File: src/rtl/pe_cu_pkg.sv
// Shared types for the pe_cu_seq fetch-and-reduce controller:
// FSM state encoding and reduction mode codes.
package pe_cu_pkg;

    typedef enum logic [1:0] {
        ST_IDLE  = 2'd0,
        ST_FETCH = 2'd1,
        ST_DRAIN = 2'd2,
        ST_DONE  = 2'd3
    } state_e;

    localparam logic [1:0] MODE_SUM  = 2'd0;
    localparam logic [1:0] MODE_MAX  = 2'd1;
    localparam logic [1:0] MODE_XOR  = 2'd2;
    localparam logic [1:0] MODE_RSVD = 2'd3;

endpackage

File: src/rtl/pe_cu_seq_if.sv
// Control, memory-read and result handshake bundle of pe_cu_seq.
// The master side is the environment (requester plus memory); the slave side is the controller.
interface pe_cu_seq_if #(
    parameter int DW = 32,
    parameter int AW = 3,
    parameter int OW = 8
) ();
    logic          start;
    logic [AW-1:0] base_addr;
    logic [1:0]    mode;
    logic          mem_en;
    logic [AW-1:0] mem_addr;
    logic [DW-1:0] mem_rdata;
    logic          busy;
    logic [OW-1:0] result;
    logic          result_valid;
    logic          result_ready;

    modport master (
        output start, base_addr, mode, mem_rdata, result_ready,
        input  mem_en, mem_addr, busy, result, result_valid
    );

    modport slave (
        input  start, base_addr, mode, mem_rdata, result_ready,
        output mem_en, mem_addr, busy, result, result_valid
    );
endinterface

File: src/rtl/pe_reduce.sv
// Reduction accumulator: folds one OW-bit word per enabled cycle using sum, unsigned max or xor.
// clear has priority over en and returns the accumulator to zero.
module pe_reduce
    import pe_cu_pkg::*;
#(
    parameter int OW = 8
) (
    input  logic          clk,
    input  logic          rst_n,
    input  logic          clear,
    input  logic          en,
    input  logic [1:0]    mode,
    input  logic [OW-1:0] w,
    output logic [OW-1:0] acc
);

    logic [OW-1:0] acc_q;
    logic [OW-1:0] acc_d;

    // The reserved mode code folds like a sum.
    function automatic logic [OW-1:0] reduce_step(input logic [1:0]    m,
                                                  input logic [OW-1:0] a,
                                                  input logic [OW-1:0] b);
        logic [OW-1:0] r;
        case (m)
            MODE_MAX: r = (b > a) ? b : a;
            MODE_XOR: r = a ^ b;
            default:  r = a + b;
        endcase
        return r;
    endfunction

    // Next accumulator value.
    always_comb begin
        acc_d = acc_q;
        if (clear) begin
            acc_d = {OW{1'b0}};
        end else if (en) begin
            acc_d = reduce_step(mode, acc_q, w);
        end else begin
            acc_d = acc_q;
        end
    end

    // Accumulator register.
    always_ff @(posedge clk or negedge rst_n) begin
        if (!rst_n) begin
            acc_q <= {OW{1'b0}};
        end else begin
            acc_q <= acc_d;
        end
    end

    assign acc = acc_q;

endmodule

File: src/rtl/pe_cu_seq.sv
// Fetch-and-reduce controller: reads N_WORDS consecutive words (address wraps) from a
// 1-cycle-latency memory, reduces their low OW bits and holds the result until accepted.
module pe_cu_seq
    import pe_cu_pkg::*;
#(
    parameter int DW      = 32,
    parameter int AW      = 3,
    parameter int N_WORDS = 8,
    parameter int OW      = 8
) (
    input  logic        clk,
    input  logic        rst_n,
    pe_cu_seq_if.slave  cu
);

    localparam logic [AW-1:0] LAST_IDX = AW'(N_WORDS - 1);

    state_e        state_q, state_d;
    logic [AW-1:0] cnt_q, cnt_d;
    logic [AW-1:0] mem_addr_q, mem_addr_d;
    logic [1:0]    mode_q, mode_d;
    logic          mem_en_q, mem_en_d;
    logic          busy_q, busy_d;
    logic          result_valid_q, result_valid_d;
    logic          rd_vld_q;
    logic          acc_clear_s;
    logic [OW-1:0] acc_s;

    // Next-state and next-output logic of the sequencer.
    always_comb begin
        state_d     = state_q;
        cnt_d       = cnt_q;
        mem_addr_d  = mem_addr_q;
        mode_d      = mode_q;
        acc_clear_s = 1'b0;
        case (state_q)
            ST_IDLE: begin
                if (cu.start) begin
                    state_d     = ST_FETCH;
                    mem_addr_d  = cu.base_addr;
                    mode_d      = cu.mode;
                    cnt_d       = {AW{1'b0}};
                    acc_clear_s = 1'b1;
                end else begin
                    state_d = ST_IDLE;
                end
            end
            ST_FETCH: begin
                // Address increments modulo 2^AW; its value after the last issue is unused.
                mem_addr_d = mem_addr_q + AW'(1);
                cnt_d      = cnt_q + AW'(1);
                if (cnt_q == LAST_IDX) begin
                    state_d = ST_DRAIN;
                end else begin
                    state_d = ST_FETCH;
                end
            end
            ST_DRAIN: begin
                state_d = ST_DONE;
            end
            ST_DONE: begin
                if (cu.result_ready) begin
                    state_d = ST_IDLE;
                end else begin
                    state_d = ST_DONE;
                end
            end
            default: begin
                state_d = ST_IDLE;
            end
        endcase
        mem_en_d       = (state_d == ST_FETCH);
        busy_d         = (state_d != ST_IDLE);
        result_valid_d = (state_d == ST_DONE);
    end

    // Sequencer state and registered outputs.
    always_ff @(posedge clk or negedge rst_n) begin
        if (!rst_n) begin
            state_q        <= ST_IDLE;
            cnt_q          <= {AW{1'b0}};
            mem_addr_q     <= {AW{1'b0}};
            mode_q         <= MODE_SUM;
            mem_en_q       <= 1'b0;
            busy_q         <= 1'b0;
            result_valid_q <= 1'b0;
            rd_vld_q       <= 1'b0;
        end else begin
            state_q        <= state_d;
            cnt_q          <= cnt_d;
            mem_addr_q     <= mem_addr_d;
            mode_q         <= mode_d;
            mem_en_q       <= mem_en_d;
            busy_q         <= busy_d;
            result_valid_q <= result_valid_d;
            rd_vld_q       <= mem_en_q;
        end
    end

    pe_reduce #(
        .OW (OW)
    ) u_reduce (
        .clk   (clk),
        .rst_n (rst_n),
        .clear (acc_clear_s),
        .en    (rd_vld_q),
        .mode  (mode_q),
        .w     (cu.mem_rdata[OW-1:0]),
        .acc   (acc_s)
    );

    assign cu.mem_en       = mem_en_q;
    assign cu.mem_addr     = mem_addr_q;
    assign cu.busy         = busy_q;
    assign cu.result       = acc_s;
    assign cu.result_valid = result_valid_q;

endmodule

File: src/flat_wrapper.sv
// flat-port wrapper written by rule: the top's interface ports become plain ports
module pe_cu_seq_flat import pe_cu_pkg::*;
#(
    parameter int DW      = 32,
    parameter int AW      = 3,
    parameter int N_WORDS = 8,
    parameter int OW      = 8
)
  (clk, rst_n, cu_start, cu_base_addr, cu_mode, cu_mem_rdata, cu_result_ready, cu_mem_en, cu_mem_addr, cu_busy, cu_result, cu_result_valid);
  pe_cu_seq_if #(.DW(DW), .AW(AW), .OW(OW)) cu_i ();
  input  logic clk;
  input  logic rst_n;
  input wire logic [$bits(cu_i.start)-1:0] cu_start;
  input wire logic [$bits(cu_i.base_addr)-1:0] cu_base_addr;
  input wire logic [$bits(cu_i.mode)-1:0] cu_mode;
  input wire logic [$bits(cu_i.mem_rdata)-1:0] cu_mem_rdata;
  input wire logic [$bits(cu_i.result_ready)-1:0] cu_result_ready;
  output wire logic [$bits(cu_i.mem_en)-1:0] cu_mem_en;
  output wire logic [$bits(cu_i.mem_addr)-1:0] cu_mem_addr;
  output wire logic [$bits(cu_i.busy)-1:0] cu_busy;
  output wire logic [$bits(cu_i.result)-1:0] cu_result;
  output wire logic [$bits(cu_i.result_valid)-1:0] cu_result_valid;
  assign cu_i.start = cu_start;
  assign cu_i.base_addr = cu_base_addr;
  assign cu_i.mode = cu_mode;
  assign cu_i.mem_rdata = cu_mem_rdata;
  assign cu_i.result_ready = cu_result_ready;
  assign cu_mem_en = cu_i.mem_en;
  assign cu_mem_addr = cu_i.mem_addr;
  assign cu_busy = cu_i.busy;
  assign cu_result = cu_i.result;
  assign cu_result_valid = cu_i.result_valid;
  pe_cu_seq #(.DW(DW), .AW(AW), .N_WORDS(N_WORDS), .OW(OW)) u_core (.clk(clk), .rst_n(rst_n), .cu(cu_i));
endmodule
File: config.mk
export PLATFORM = sky130hd
export DESIGN_NAME = pe_cu_seq_flat
export DESIGN_NICKNAME = d
export VERILOG_FILES = /design/src/rtl/pe_cu_pkg.sv /design/src/rtl/pe_cu_seq_if.sv /design/src/rtl/pe_reduce.sv /design/src/rtl/pe_cu_seq.sv /design/src/flat_wrapper.sv
export SDC_FILE = /design/constraint.sdc
export NUM_CORES = 1
export LEC_CHECK = 0
export CORE_UTILIZATION = 44
export CTS_CLUSTER_DIAMETER = 100
export DETAILED_ROUTE_END_ITERATION = 7
export GPL_ROUTABILITY_DRIVEN = 0
export PLACE_DENSITY = 0.81
export SYNTH_ARGS = -nofsm -noshare
export SYNTH_HDL_FRONTEND = slang
export SYNTH_SLANG_ARGS = --single-unit
File: constraint.sdc
create_clock -name clk -period 3.32 [get_ports clk]
set_input_delay 0.996 -clock clk [delete_from_list [all_inputs] [get_ports clk]]
set_output_delay 0.996 -clock clk [all_outputs]
set_load 0.05 [all_outputs]
* After elaboration in Yosys (flattened, before gate mapping)
Cells that the tools add are included.
** Storage, ports and cells
- Register bits after elaboration :: 22
- Output and inout bits :: 14
- Word-level logic and storage cells :: 45
** Cells by class
- Add/sub/neg operators :: 3
- Order comparisons :: 1
- Equal/unequal tests :: 10
- Muxes and demuxes :: 14
- Bitwise operators :: 1
- Reductions and logical operators :: 7
** Operators by type and width (count)
- 2-to-1 mux 8 bit :: 3
- one-hot mux 8 bit (2 select lines) :: 1
- one-hot mux 3 bit (2 select lines) :: 2
- adder 8 bit :: 1
- == test 2 bit (second input constant) :: 4
- greater-than comparator 8 bit :: 1
- one-hot mux 2 bit (4 select lines) :: 1
- bitwise XOR 8 bit :: 1
- adder 3 x 1 -> 3 bit (second input constant) :: 2
- == test 2 x 1 -> 1 bit (second input constant) :: 3
- 2-to-1 mux 3 bit :: 2
- AND reduction 2 bit :: 3
- nonzero test 2 bit :: 3
- 2-to-1 mux 2 bit :: 2
- == test 3 bit (second input constant) :: 1
- 2-to-1 mux 1 bit :: 3
- inequality test 3 x 2 -> 1 bit (second input constant) :: 1
- logical NOT 2 bit :: 1
- inequality test 2 bit (second input constant) :: 1

* Depth between registers and ports, before layout
- Depth in word-level cells :: 5
- Depth in mapped cells :: 9

* By module
From an unflattened synthesis, not the netlist that was laid out.
** Unflattened totals
- Cells, all modules :: 181
- Area, all modules :: 1724.2 um^2
** By module, submodules not included
- pe_reduce :: times used 1, cells each 130, area an instance 1077.3 um^2
- pe_cu_seq :: times used 1, cells each 51, area an instance 646.9 um^2

* Worst setup path before layout
Ideal clock, no wire load.
- Kind :: input to register
- Start :: in cu_mem_rdata[0]
- End :: reg u_core.u_reduce.acc_q[6], in the netlist u_core.u_reduce.acc[6]
- Setup time :: 0.110 ns
- Arrival time :: 2.525 ns
- Required time :: 3.210 ns
- Slack :: 0.684 ns
- Stages on the path :: 7
- Cells stage by stage :: ha_1 -> fa_1 -> nor2b_1 -> o311ai_1 -> nand3_1 -> and3b_1 -> o41ai_1
** Between the ends
- Cells in the longest elaborated chain, start to end :: 4
- Elaborated cells between the ends (all ways) :: 7
- Those cells by class :: add/sub: 1; order compare: 1; eq/ne: 1; mux: 3; reduce/logical: 1
** Ends and longest elaborated chain
- from (decl) :: RTL line flat_wrapper.sv:16 : input wire logic [$bits(cu_i.mem_rdata)-1:0] cu_mem_rdata;
- adder 8 bit :: RTL line pe_reduce.sv:28 : default: r = a + b;
- one-hot mux 8 bit (2 select lines) :: RTL line pe_reduce.sv:25 : case (m)
- 2-to-1 mux 8 bit :: RTL line pe_reduce.sv:38 : end else if (en) begin
- 2-to-1 mux 8 bit :: RTL line pe_reduce.sv:36 : if (clear) begin
- to (signal assigned) :: RTL line pe_reduce.sv:48 : acc_q <= {OW{1'b0}};
- to (decl) :: RTL line pe_reduce.sv:17 : logic [OW-1:0] acc_q;
Several ways; a longest one is shown, not always the timed one. The select of a mux whose other input is x is not followed.
A chain may end at the register's enable or synchronous reset.

* Worst setup path after layout
- Start :: in cu_mem_rdata[5]
- End :: reg u_core.u_reduce.acc_q[1], in the netlist u_core.u_reduce.acc[1]
** Between the ends
- Cells in the longest elaborated chain, start to end :: 3
** Ends and longest elaborated chain
- greater-than comparator 8 bit :: RTL line pe_reduce.sv:26 : MODE_MAX: r = (b > a) ? b : a;
- inequality test 3 x 2 -> 1 bit (no line)
- AND reduction 2 bit (no line)
Every way passes these cells.

==> out/summary.txt <==
Critical Setup Path Class: in2reg
Post-Layout Cell Count: 279
Die Footprint: 4093 µm²
run status: complete, no violations
initial antenna violation count: 0
total wire length: 3880 µm
Hold WC Path Type: reg2reg
Max Slew Vio Count: 0
total grt overflow: 0
clk root buf: clkbuf_8
Initial Util: 46.17%
CTS tree: done
number of global-route vias before repair: 1,480
Tmin final: 3.080 ns
Avg Inst Size Synth: 8.944 µm²
Seq/Total Area, Yosys: 32.57%
Nets: 294
Startpoint Class: input port
Most used DFF post-synth: dfrtp_1
dominant cells by area after synthesis: dfrtp_1, ha_1, a21oi_1
DR pass1 iterations: 5
# port buffers: 30
clock sinks: 22
Worst-path clk slew: 0.09 ns
CP endpoint kind: register
core area: 3661 µm²
synthesized net count: 251
PostCTS Resize Cnt: 0
Layout area overhead: 29.90%
DIE HEIGHT: 63.98 µm
Via Count: 1,536
final clock skew: 0.004137 ns
vias per cell: 5.505
Final period util: 92.78%
Fin. Hold Viols: 0
Rows: 22
async set or reset register ratio after synthesis: 100.0%
Yosys top cell area share: 32.57%
routed len/inst: 13.91 µm
Post-Syn Area: 1690 µm²
clk buf depth: 2
Die W: 63.98 µm
CTS Buf Count: 3
Yosys reg bits: 22
initial DRC count: 54
antenna diode count: 0
layout cells sized above 1: 12.55%
pwr/cell area: 1061 nW/µm²
pin count of the biggest net entering global routing: 23
pre-CTS WS: -0.03832 ns
CP arrival: 3.27 ns
VDD IR-drop max: 0.4376 mV
f_max: 0.3247 GHz
final setup vio count: 0
yosys warns: 0
H-tree level count: 1
hold buffer count at CTS: 0
first-pass GRT wire length: 6644 µm
Top Ports: 55
HPWL after detailed placement: 2906 µm
Slew HR: 42.78%
area leader, netlist: dfrtp_1
placed cells: 275
DRC Markers: 0
Max Fanout on Critical Path: 10
GR Util All Layers: 20.69%
Unique masters post-synth: 49
Critical Path RT: 3.51 ns
post-CTS setup buffers: 0
post-detailed-route count of antenna-violating nets: 0
leak pwr: 0.9786 nW
Synth top cells by count: dfrtp_1, ha_1, inv_1
RSZ-0062 raised after global routing: false
Post-Syn Instances: 189
setup ws final: 0.2398 ns
max cap viols: 0
top-count cell post-synth: dfrtp_1
number of synthesized flops with an enable pin: 0
Tightest Pin Transition: 0.8570 ns
later-pin clock latency in the skew report: 0.27 ns
==> logic make-up after synthesis <==
family | after synthesis | synth area share (%)
fa+ha+maj | 21 | 15.99
mux | 3 | 1.777
compound gates | 60 | 25.98
buf+inv | 26 | 6.513
simple gates | 57 | 17.17
flops | 22 | 32.57
==> path summary, 6_finish.rpt <==
check | startpoint | end | slack, ns | depth (start not counted)
worst min-delay path | u_core.cu.mem_en | u_core.rd_vld_q | 0.40 | 0
worst min register to register | u_core.cu.mem_en | u_core.rd_vld_q | 0.40 | 0
worst max register to register | u_core.u_reduce.acc[5] | u_core.u_reduce.acc[1] | 0.93 | 8
min in group asynchronous | rst_n | u_core.u_reduce.acc[5] | 1.07 | 2
worst max-delay path | cu_mem_rdata[5] | u_core.u_reduce.acc[1] | 0.24 | 8
max in group asynchronous | rst_n | u_core.rd_vld_q | 2.03 | 2
==> layout make-up <==
cell class	count	area (µm²)
inverters	19	71.32
clock buffers	3	41.29
clock inverters	1	30.03
flip-flops and latches	22	550.5
repair buffers	45	412.9
multi-input cells	141	1030
fillers	321	1465
well taps	48	60.06
==> cell usage in the layout (no fill, tap or decap), types with 3 or more instances in the layout <==
cell type / Yosys / final
dfrtp_1: 22 / 22
o21ai_0: 7 / 7
nor2b_1: 4 / 4
o22ai_1: 4 / 4
clkbuf_8: 0 / 3
nand2b_1: 5 / 5
a221oi_1: 3 / 3
o31ai_1: 3 / 3
nand3_1: 8 / 8
a21oi_1: 16 / 16
inv_1: 19 / 19
o211ai_1: 4 / 4
ha_1: 20 / 20
a31oi_1: 3 / 3
buf_4: 1 / 15
nor2_1: 11 / 11
mux2i_1: 3 / 3
clkdlybuf4s50_1: 0 / 30
nand2_1: 16 / 16
==> through the flow <==
step | hold WS, ns | total power [mW] | TNS [ns] | util (%) | cell area, µm²
after floorplan | 0.4643 | 1.626 | 0 | - | 1690
after global routing | 0.4077 | 2.514 | 0 | 59.98 | 2196
after detailed placement | 0.3827 | 2.056 | -0.07036 | 58.03 | 2125
after CTS | 0.4113 | 2.326 | 0 | 59.98 | 2196
after global placement | 0.3851 | 2.020 | -0.01730 | 58.03 | 2125
final | 0.4037 | 2.330 | 0 | 59.98 | 2196
==> worst max-delay path, cell delays in order <==
cell	delay (ns)
clkdlybuf4s50_1	0.43
ha_1	0.36
a21oi_2	0.21
o31ai_4	0.08
o311ai_2	0.77
buf_4	0.26
nand3_1	0.07
o31ai_1	0.08
==> metal layers <==
metal	vias to the layer above	share of wire (%)	global-route usage, %
met1	723	48	28.60
met2	39	46	32.05
li1	765	-	-
met5	-	0	0
met3	9	4.4	2.857
met4	0	2.1	9.091
==> state kept, by name (all words and copies together), names as in the netlist <==
register / cells
u_core.cnt_q: 3
u_core.cu.busy: 1
u_core.cu.mem_addr: 3
u_core.cu.mem_en: 1
u_core.cu.result_valid: 1
u_core.mode_q: 2
u_core.rd_vld_q: 1
u_core.state_q: 2
u_core.u_reduce.acc: 8
==> where the power goes <==
| group | switching (mW) | leakage, nW | total [mW] | internal [mW] |
|---|---|---|---|---|
| clock network | 0.0983 | 0.0357 | 0.260 | 0.161 |
| logic | 0.932 | 0.674 | 1.56 | 0.629 |
| registers | 0.117 | 0.269 | 0.510 | 0.393 |
| total | 1.15 | 0.979 | 2.33 | 1.18 |
No activity file was read; power rests on OpenSTA's default activity.
